===== src/rtl/gate_pkg.sv =====
`default_nettype none
// ============================================================================
// Module      : gate_pkg
// Description : Shared gate classification codes and reference truth tables
//               for the gate truth-table analyzer. Truth-table bit index is
//               {a,b}, so bit3 holds f(1,1).
// Revision    : 1.0 - initial release
// ============================================================================
package gate_pkg;

    typedef enum logic [2:0] {
        UNKNOWN = 3'd0,
        AND     = 3'd1,
        OR      = 3'd2,
        NOT_A   = 3'd3,
        NAND    = 3'd4,
        NOR     = 3'd5,
        XOR     = 3'd6,
        XNOR    = 3'd7
    } gate_id_t;

    localparam logic [3:0] TT_AND   = 4'b1000;
    localparam logic [3:0] TT_OR    = 4'b1110;
    localparam logic [3:0] TT_NOT_A = 4'b0011;
    localparam logic [3:0] TT_NAND  = 4'b0111;
    localparam logic [3:0] TT_NOR   = 4'b0001;
    localparam logic [3:0] TT_XOR   = 4'b0110;
    localparam logic [3:0] TT_XNOR  = 4'b1001;

endpackage : gate_pkg
`default_nettype wire


===== src/rtl/gate_tt_decode.sv =====
`default_nettype none
// ============================================================================
// Module      : gate_tt_decode
// Description : Combinational classifier from a 4-bit truth table to a gate
//               code plus a flag saying whether the gate was recognised.
// Revision    : 1.0 - initial release
// ============================================================================
module gate_tt_decode
    import gate_pkg::*;
(
    input  logic [3:0] truth_table,
    output logic [2:0] gate_id,
    output logic       known
);

    gate_id_t w_id;

    // Match the captured table against each reference pattern
    always_comb begin
        w_id = UNKNOWN;
        case (truth_table)
            TT_AND:   w_id = AND;
            TT_OR:    w_id = OR;
            TT_NOT_A: w_id = NOT_A;
            TT_NAND:  w_id = NAND;
            TT_NOR:   w_id = NOR;
            TT_XOR:   w_id = XOR;
            TT_XNOR:  w_id = XNOR;
            default:  w_id = UNKNOWN;
        endcase
    end

    assign gate_id = w_id;
    assign known   = (w_id != UNKNOWN);

endmodule : gate_tt_decode
`default_nettype wire


===== src/rtl/gate_truth_table_analyzer.sv =====
`default_nettype none
// ============================================================================
// Module      : gate_truth_table_analyzer
// Description : Steps a 2-input gate through 00,01,10,11, holds each
//               combination SETTLE_CYCLES cycles, samples the gate output on
//               the last cycle, then publishes the truth table and its
//               classification with a one-cycle done pulse.
// Revision    : 1.0 - initial release
// ============================================================================
module gate_truth_table_analyzer
    import gate_pkg::*;
#(
    parameter int SETTLE_CYCLES = 2
) (
    input  logic       clk,
    input  logic       rst,
    input  logic       start,
    input  logic       dut_out,
    output logic       drive_a,
    output logic       drive_b,
    output logic       busy,
    output logic       done,
    output logic [3:0] truth_table,
    output logic [2:0] gate_id,
    output logic       known
);

    localparam logic [1:0] S_IDLE   = 2'd0;
    localparam logic [1:0] S_SETTLE = 2'd1;
    localparam logic [1:0] S_DONE   = 2'd2;

    // Counter counts down to zero, so a combo lasts RELOAD+1 = SETTLE_CYCLES
    localparam logic [7:0] c_RELOAD = 8'(SETTLE_CYCLES - 1);

    logic [1:0] r_state;
    logic [1:0] r_idx;
    logic [7:0] r_cnt;
    logic [3:0] r_scratch;
    logic       r_drive_a;
    logic       r_drive_b;
    logic       r_busy;
    logic       r_done;
    logic [3:0] r_truth_table;
    logic [2:0] r_gate_id;
    logic       r_known;

    logic [3:0] w_scratch_next;
    logic [1:0] w_idx_next;
    logic [2:0] w_gate_id;
    logic       w_known;

    // Scratch table with the sample being captured this edge merged in, so
    // the final classification sees all four responses on the DONE-entry edge
    always_comb begin
        w_scratch_next        = r_scratch;
        w_scratch_next[r_idx] = dut_out;
    end

    assign w_idx_next = r_idx + 2'd1;

    gate_tt_decode u_decode (
        .truth_table (w_scratch_next),
        .gate_id     (w_gate_id),
        .known       (w_known)
    );

    // Run sequencer: drive combos, sample responses, publish results
    always_ff @(posedge clk or posedge rst) begin
        if (rst) begin
            r_state       <= S_IDLE;
            r_idx         <= 2'd0;
            r_cnt         <= 8'd0;
            r_scratch     <= 4'd0;
            r_drive_a     <= 1'b0;
            r_drive_b     <= 1'b0;
            r_busy        <= 1'b0;
            r_done        <= 1'b0;
            r_truth_table <= 4'd0;
            r_gate_id     <= 3'd0;
            r_known       <= 1'b0;
        end else begin
            case (r_state)
                S_IDLE: begin
                    r_done <= 1'b0;
                    if (start) begin
                        r_state   <= S_SETTLE;
                        r_idx     <= 2'd0;
                        r_cnt     <= c_RELOAD;
                        r_scratch <= 4'd0;
                        r_drive_a <= 1'b0;
                        r_drive_b <= 1'b0;
                        r_busy    <= 1'b1;
                    end
                end
                S_SETTLE: begin
                    if (r_cnt != 8'd0) begin
                        r_cnt <= r_cnt - 8'd1;
                    end else begin
                        r_scratch <= w_scratch_next;
                        if (r_idx != 2'd3) begin
                            r_idx     <= w_idx_next;
                            r_drive_a <= w_idx_next[1];
                            r_drive_b <= w_idx_next[0];
                            r_cnt     <= c_RELOAD;
                        end else begin
                            r_state       <= S_DONE;
                            r_truth_table <= w_scratch_next;
                            r_gate_id     <= w_gate_id;
                            r_known       <= w_known;
                            r_done        <= 1'b1;
                            r_busy        <= 1'b0;
                            r_drive_a     <= 1'b0;
                            r_drive_b     <= 1'b0;
                        end
                    end
                end
                S_DONE: begin
                    r_done <= 1'b0;
                    if (start) begin
                        r_state   <= S_SETTLE;
                        r_idx     <= 2'd0;
                        r_cnt     <= c_RELOAD;
                        r_scratch <= 4'd0;
                        r_drive_a <= 1'b0;
                        r_drive_b <= 1'b0;
                        r_busy    <= 1'b1;
                    end else begin
                        r_state <= S_IDLE;
                    end
                end
                default: begin
                    r_state <= S_IDLE;
                    r_done  <= 1'b0;
                    r_busy  <= 1'b0;
                end
            endcase
        end
    end

    assign drive_a     = r_drive_a;
    assign drive_b     = r_drive_b;
    assign busy        = r_busy;
    assign done        = r_done;
    assign truth_table = r_truth_table;
    assign gate_id     = r_gate_id;
    assign known       = r_known;

endmodule : gate_truth_table_analyzer
`default_nettype wire


===== config.mk =====
export PLATFORM = sky130hd
export DESIGN_NAME = gate_truth_table_analyzer
export DESIGN_NICKNAME = d
export VERILOG_FILES = /design/src/rtl/gate_pkg.sv /design/src/rtl/gate_tt_decode.sv /design/src/rtl/gate_truth_table_analyzer.sv
export SDC_FILE = /design/constraint.sdc
export NUM_CORES = 1
export LEC_CHECK = 0
export CORE_ASPECT_RATIO = 1.2
export CORE_UTILIZATION = 58
export CTS_BUF_LIST = sky130_fd_sc_hd__clkbuf_4
export DETAILED_ROUTE_END_ITERATION = 12
export GPL_TIMING_DRIVEN = 0
export PLACE_DENSITY = 0.91
export SETUP_SLACK_MARGIN = 0.15
export SYNTH_ARGS = -nofsm -noshare
export SYNTH_HDL_FRONTEND = slang
export SYNTH_SLANG_ARGS = --single-unit

===== constraint.sdc =====
create_clock -name clk -period 2 [get_ports clk]
set_clock_uncertainty 0.05 [all_clocks]
set_input_delay 0.4 -clock clk [delete_from_list [all_inputs] [get_ports clk]]
set_output_delay 0.4 -clock clk [all_outputs]
set_load 0.005 [all_outputs]

== Word level (Yosys, flattened, before mapping) ==
Index checks and enable logic that the tools add are counted.

* Register bits: 28
* Latch bits: 0
* RAM bits: 0
* Memory bits (read-only): 0
* Bits of input ports: 4
* Output and inout port bits: 12
* Word-level logic and storage cells: 80
* Memories: 0

* Add/sub/neg operators: 2
* Multipliers: 0
* Div/mod/pow operators: 0
* $lt $le $gt $ge: 2
* Eq/ne operators: 16
* Shift operators: 0
* Mux-type cells: 34
* Bitwise gates (word level): 2
* Reductions and logical operators: 13

{| class="wikitable"
|+ Operator list
! kind !! count
|-
| $mux 8 || 3
|-
| $pmux 3 s7 || 1
|-
| $pmux 8 s2 || 1
|-
| $reduce_and 3->1 || 5
|-
| $mux 1 || 13
|-
| $eq 4x4->1 const B || 3
|-
| $mux 2 || 6
|-
| $ne 2x2->1 const B || 5
|-
| $eq 4x3->1 const B || 2
|-
| $mux 4 || 2
|-
| $pmux 4 s2 || 1
|-
| $reduce_bool 8->1 || 1
|-
| $sub 8x1->8 const B || 1
|-
| $pmux 1 s2 || 3
|-
| $pmux 2 s3 || 1
|-
| $bwmux 4 || 1
|-
| $eq 4x1->1 const B || 1
|-
| $eq 4x2->1 const B || 1
|-
| $pmux 2 s2 || 1
|-
| $reduce_and 4->1 || 1
|-
| $lt 2x3->1 const B || 1
|-
| $ne 3x3->1 const B || 1
|-
| $reduce_bool 3->1 || 1
|-
| $add 2x1->2 const B || 1
|-
| other kinds (11) || 12
|}

== Longest topological paths before layout ==
* Word-level depth: 8
* Gate-level depth with buffers: 7
* Mapped depth without buffers: 6

== Cells and area by module ==
From an unflattened synthesis, not the netlist that was laid out.

* Cells, all modules: 138
* Area, all modules: 1500.2 µm²

{| class="wikitable"
|+ Modules (own cells, without submodules)
! module !! instances !! cells an instance !! area an instance (µm²) !! seq. area each (µm²)
|-
| gate_truth_table_analyzer || 1 || 126 || 1410.1 || 700.7
|-
| gate_tt_decode || 1 || 12 || 90.1 || 0.0
|}

== Worst setup path before layout ==
OpenSTA, ideal clock, no wires.

* Path type: register to register
* Start point: reg r_cnt[0]
* End point: reg r_cnt[3]
* Setup time: 0.078 ns
* Data arrival time: 1.688 ns
* Data required time: 1.872 ns
* Slack: 0.184 ns
* Cell stages (with the launch flop): 7
* Buffers on the path: 0
* Period minus slack after synthesis: 1.816 ns
* Path through: dfrtp_1 inv_1 ha_1 nor3b_2 a31o_1 or4b_1 a21oi_1

* Word-level cells in the longest chain between the ends: 3
* Elaborated cells between the ends (all ways): 6
* Those cells by class: add/sub (1); eq/ne (1); mux (2); reduce/logical (2)

{| class="wikitable"
|+ Ends and longest elaborated chain
! item !! RTL line !! text
|-
| from (decl) || gate_truth_table_analyzer.sv:37 || <nowiki>logic [7:0] r_cnt;</nowiki>
|-
| from (signal assigned) || gate_truth_table_analyzer.sv:88 || <nowiki>r_cnt <= c_RELOAD;</nowiki>
|-
| from (signal assigned) || gate_truth_table_analyzer.sv:97 || <nowiki>r_cnt <= r_cnt - 8'd1;</nowiki>
|-
| from (signal assigned) || gate_truth_table_analyzer.sv:104 || <nowiki>r_cnt <= c_RELOAD;</nowiki>
|-
| $sub 8x1->8 or $reduce_bool 8->1 (tied branches) || gate_truth_table_analyzer.sv:97, gate_truth_table_analyzer.sv:96 ||
|-
| $mux 8 or $ne 3x3->1 (tied branches) || -- ||
|-
| $pmux 8 s2 or $reduce_and 3->1 (tied branches) || -- ||
|}

Parallel ways exist; a longest one is shown, timed or not.
A chain may end at the register's enable or synchronous reset.

== Worst setup path in the final report ==
Same ends and word-level chain as after synthesis.

==> results_dict.tcl <==
set metrics [dict create \
    outcome "completed" \
    finalSetupTns_ns 0 \
    grtUsageTotal 0.2896 \
    slew_headroom 0.2936 \
    finalNetCount 186 \
    die_h_um 57.48 \
    worst_slew_pin_slew_ns 1.058 \
    ys_types 38 \
    cts_sinks 28 \
    top_layer "met4" \
    path_clk_slew_ns 0.16 \
    p_leak_nw 0.8084 \
    drt_iter0_drc 86 \
    vdd_ir_drop_max_mv 0.7131 \
    avgSynthCellArea_um2 10.33 \
    period_share 0.9819 \
    area_growth_pct 26.16 \
    synth-seq-area-share 0.4710 \
    clock-root-buffer "clkbuf_4" \
    fmax_ghz 0.5092 \
    cts_made_buffers 3 \
    setup_viol 0 \
    gp_congestion 0.9295 \
    power_w 0.0008730 \
    layoutNonFillerInstCount 206 \
    ys_ff_latch 28 \
    htreeDepth 1 \
    initial_core_util 0.6321 \
    synth_edf_count 0 \
    drt-met1-wl_mm 1.601 \
    grt_pass1_wl_mm 5.685 \
    postLayoutCoreUtil 0.7974 \
    via_per_inst 6.427 \
    drive_gt1_frac 0.2286 \
    grt_max_degree 29 \
    insertion_delay_ns 0.35 \
    first_global_vias 1229 \
    chipWidth_um 48.23 \
    die_area_mm2 0.002772 \
    arrival_ns 2.22 \
    rows 19 \
    period_minus_slack_ns 1.964 \
    rr_worst_depth 7 \
    synthCells 144 \
    wl_met2_mm 2.113 \
    routed-via-count 1324 \
    routed-wl-met3_um 219 \
    ys_async_sr_fraction 1.000 \
    syn_nets 154 \
    drv_cap 0 \
    antennaDiodeCount 0 \
    cts_tree "built" \
    post-route-drc-count 0 \
    io_pins 16 \
    place.port_buffers 15 \
    hold_path_class "flop to flop" \
    synthFlopType "dfrtp_1" \
    rsz0062_at_grt "true" \
    dp.cells 190 \
    end_kind "flop" \
    required_ns 2.25 \
    startpoint_type "flop" \
    dp_hpwl_mm 2.208 \
    hold_viol 0 \
    wire_per_inst_um 20.06 \
    ant_nets 0 \
    hold_ws_ns 0.4642 \
    core_area_mm2 0.002354 \
    antenna_found_initial 0 \
    clock_path_buffers 2 \
    crit_fanout 8 \
    synthesis.area_mm2 0.001488 \
    crit_type "flop to flop" \
    slew_violations 0 \
    first_pass_iters 4 \
    yosys_warnings 0 \
    whs_path_depth 2 \
    wirelength_mm 4.132 \
    powerDensity_mw_per_mm2 465.1 \
    grt_overflow 0 \
]
-- layer usage --
layer,vias up,GRT usage
met2,68,0.4724
li1,589,-
met3,25,0.04114
met5,-,0
met1,642,0.3631
met4,0,0.1349
-- kinds of logic after synthesis --
| family | synth area share |
|---|---|
| compound gates | 0.1699 |
| xor+xnor | 0.01767 |
| flops | 0.4710 |
| fa+ha+maj | 0.05046 |
| mux | 0.04205 |
| buf+inv | 0.04036 |
| simple gates | 0.2086 |
-- sequential cells by signal, summed over array words and instances, names as in the netlist --
name / cells
known: 1
r_idx: 2
r_scratch: 4
gate_id: 3
truth_table: 4
drive_b: 1
done: 1
busy: 1
r_state: 2
r_cnt: 8
drive_a: 1
-- power breakdown --
group / total, W / internal [W] / switching (W)
Clock: 0.000255 / 0.0000739 / 0.000181
Combinational: 0.0000492 / 0.0000168 / 0.0000323
Sequential: 0.000569 / 0.000567 / 0.00000173
Total: 0.000873 / 0.000658 / 0.000215
-- final timing paths --
kind | start | to | slack [ns]
max in group asynchronous | rst | r_scratch[1]$_DFFE_PP0P_ | 0.73
worst max register to register | r_cnt[0]$_DFFE_PP0P_ | r_cnt[3]$_DFFE_PP0P_ | 0.04
worst max-delay path | r_cnt[0]$_DFFE_PP0P_ | r_cnt[3]$_DFFE_PP0P_ | 0.04
worst min register to register | truth_table[0]$_DFFE_PP0P_ | truth_table[0]$_DFFE_PP0P_ | 0.46
min in group asynchronous | rst | busy$_DFFE_PP0P_ | 0.53
worst min-delay path | truth_table[0]$_DFFE_PP0P_ | truth_table[0]$_DFFE_PP0P_ | 0.46
-- cell type report --
type / instances / area (um^2)
multi-input combinational: 104 / 799.5
sequential: 28 / 700.7
fill: 118 / 476.7
timing repair buffer: 27 / 240.2
buffer: 5 / 45.04
tap: 31 / 38.79
inverter: 7 / 26.28
clock buffer: 3 / 22.52
clock inverter: 1 / 3.754
-- worst max-delay path: stages (launching register included) --
cell and delay, ns:
dfrtp_1 0.43, inv_2 0.08, ha_4 0.17, nor3b_4 0.18, buf_4 0.15, a31o_4 0.23
or4b_4 0.49, a21oi_2 0.14
-- what timing repair did --
| action | in CTS | in global routing |
|---|---|---|
| hold endpoints to repair | 0 | 0 |
| endpoints found under the setup margin | 20 | 20 |
| buffers inserted | 4 | 8 |
| pin swaps | 4 | 7 |
| hold buffers | 0 | 0 |
| gates resized for setup | 12 | 12 |
-- metrics by stage --
step / cell area, um^2 / worst slack [ns]
2_1_floorplan: 1488 / 0.1840
3_3_place_gp: 1677 / -0.09938
3_5_place_dp: 1677 / -0.1495
4_1_cts: 1787 / 0.1517
5_1_grt: 1877 / 0.007339
6_report: 1877 / 0.03619
-- cell usage in the layout (no fill, tap or decap), types with 2 or more instances in the layout --
cell type | synthesis | final
xnor2_1 | 3 | 3
inv_1 | 6 | 5
a31oi_1 | 3 | 3
nor3_1 | 4 | 4
a22o_1 | 2 | 2
o31ai_1 | 2 | 2
nand2_1 | 8 | 8
inv_2 | 1 | 2
clkbuf_4 | 0 | 3
a21oi_1 | 7 | 5
buf_4 | 0 | 13
nor4_4 | 2 | 2
dfrtp_1 | 28 | 28
o21ai_1 | 12 | 11
mux2_2 | 2 | 2
nor2_1 | 9 | 9
buf_6 | 2 | 3
nand3_1 | 9 | 8
o41ai_1 | 3 | 3
o21ai_0 | 4 | 4
a211oi_1 | 2 | 2
clkdlybuf4s50_1 | 0 | 15
ha_1 | 6 | 5
a21oi_2 | 0 | 2
nor2b_1 | 3 | 2
nand4_1 | 3 | 3
mux2i_2 | 0 | 2
-- synthesized netlist by cell type, types with 4 or more instances --
cell | instances | share of area
o21ai_1 | 12 | 0.040
mux2i_1 | 4 | 0.027
inv_1 | 6 | 0.015
o21ai_0 | 4 | 0.013
nand2_1 | 8 | 0.020
nor3_1 | 4 | 0.013
nand3_1 | 9 | 0.030
ha_1 | 6 | 0.050
dfrtp_1 | 28 | 0.47
nor2_1 | 9 | 0.023
a21oi_1 | 7 | 0.024
Note: power is estimated with default switching activity, not from simulation.
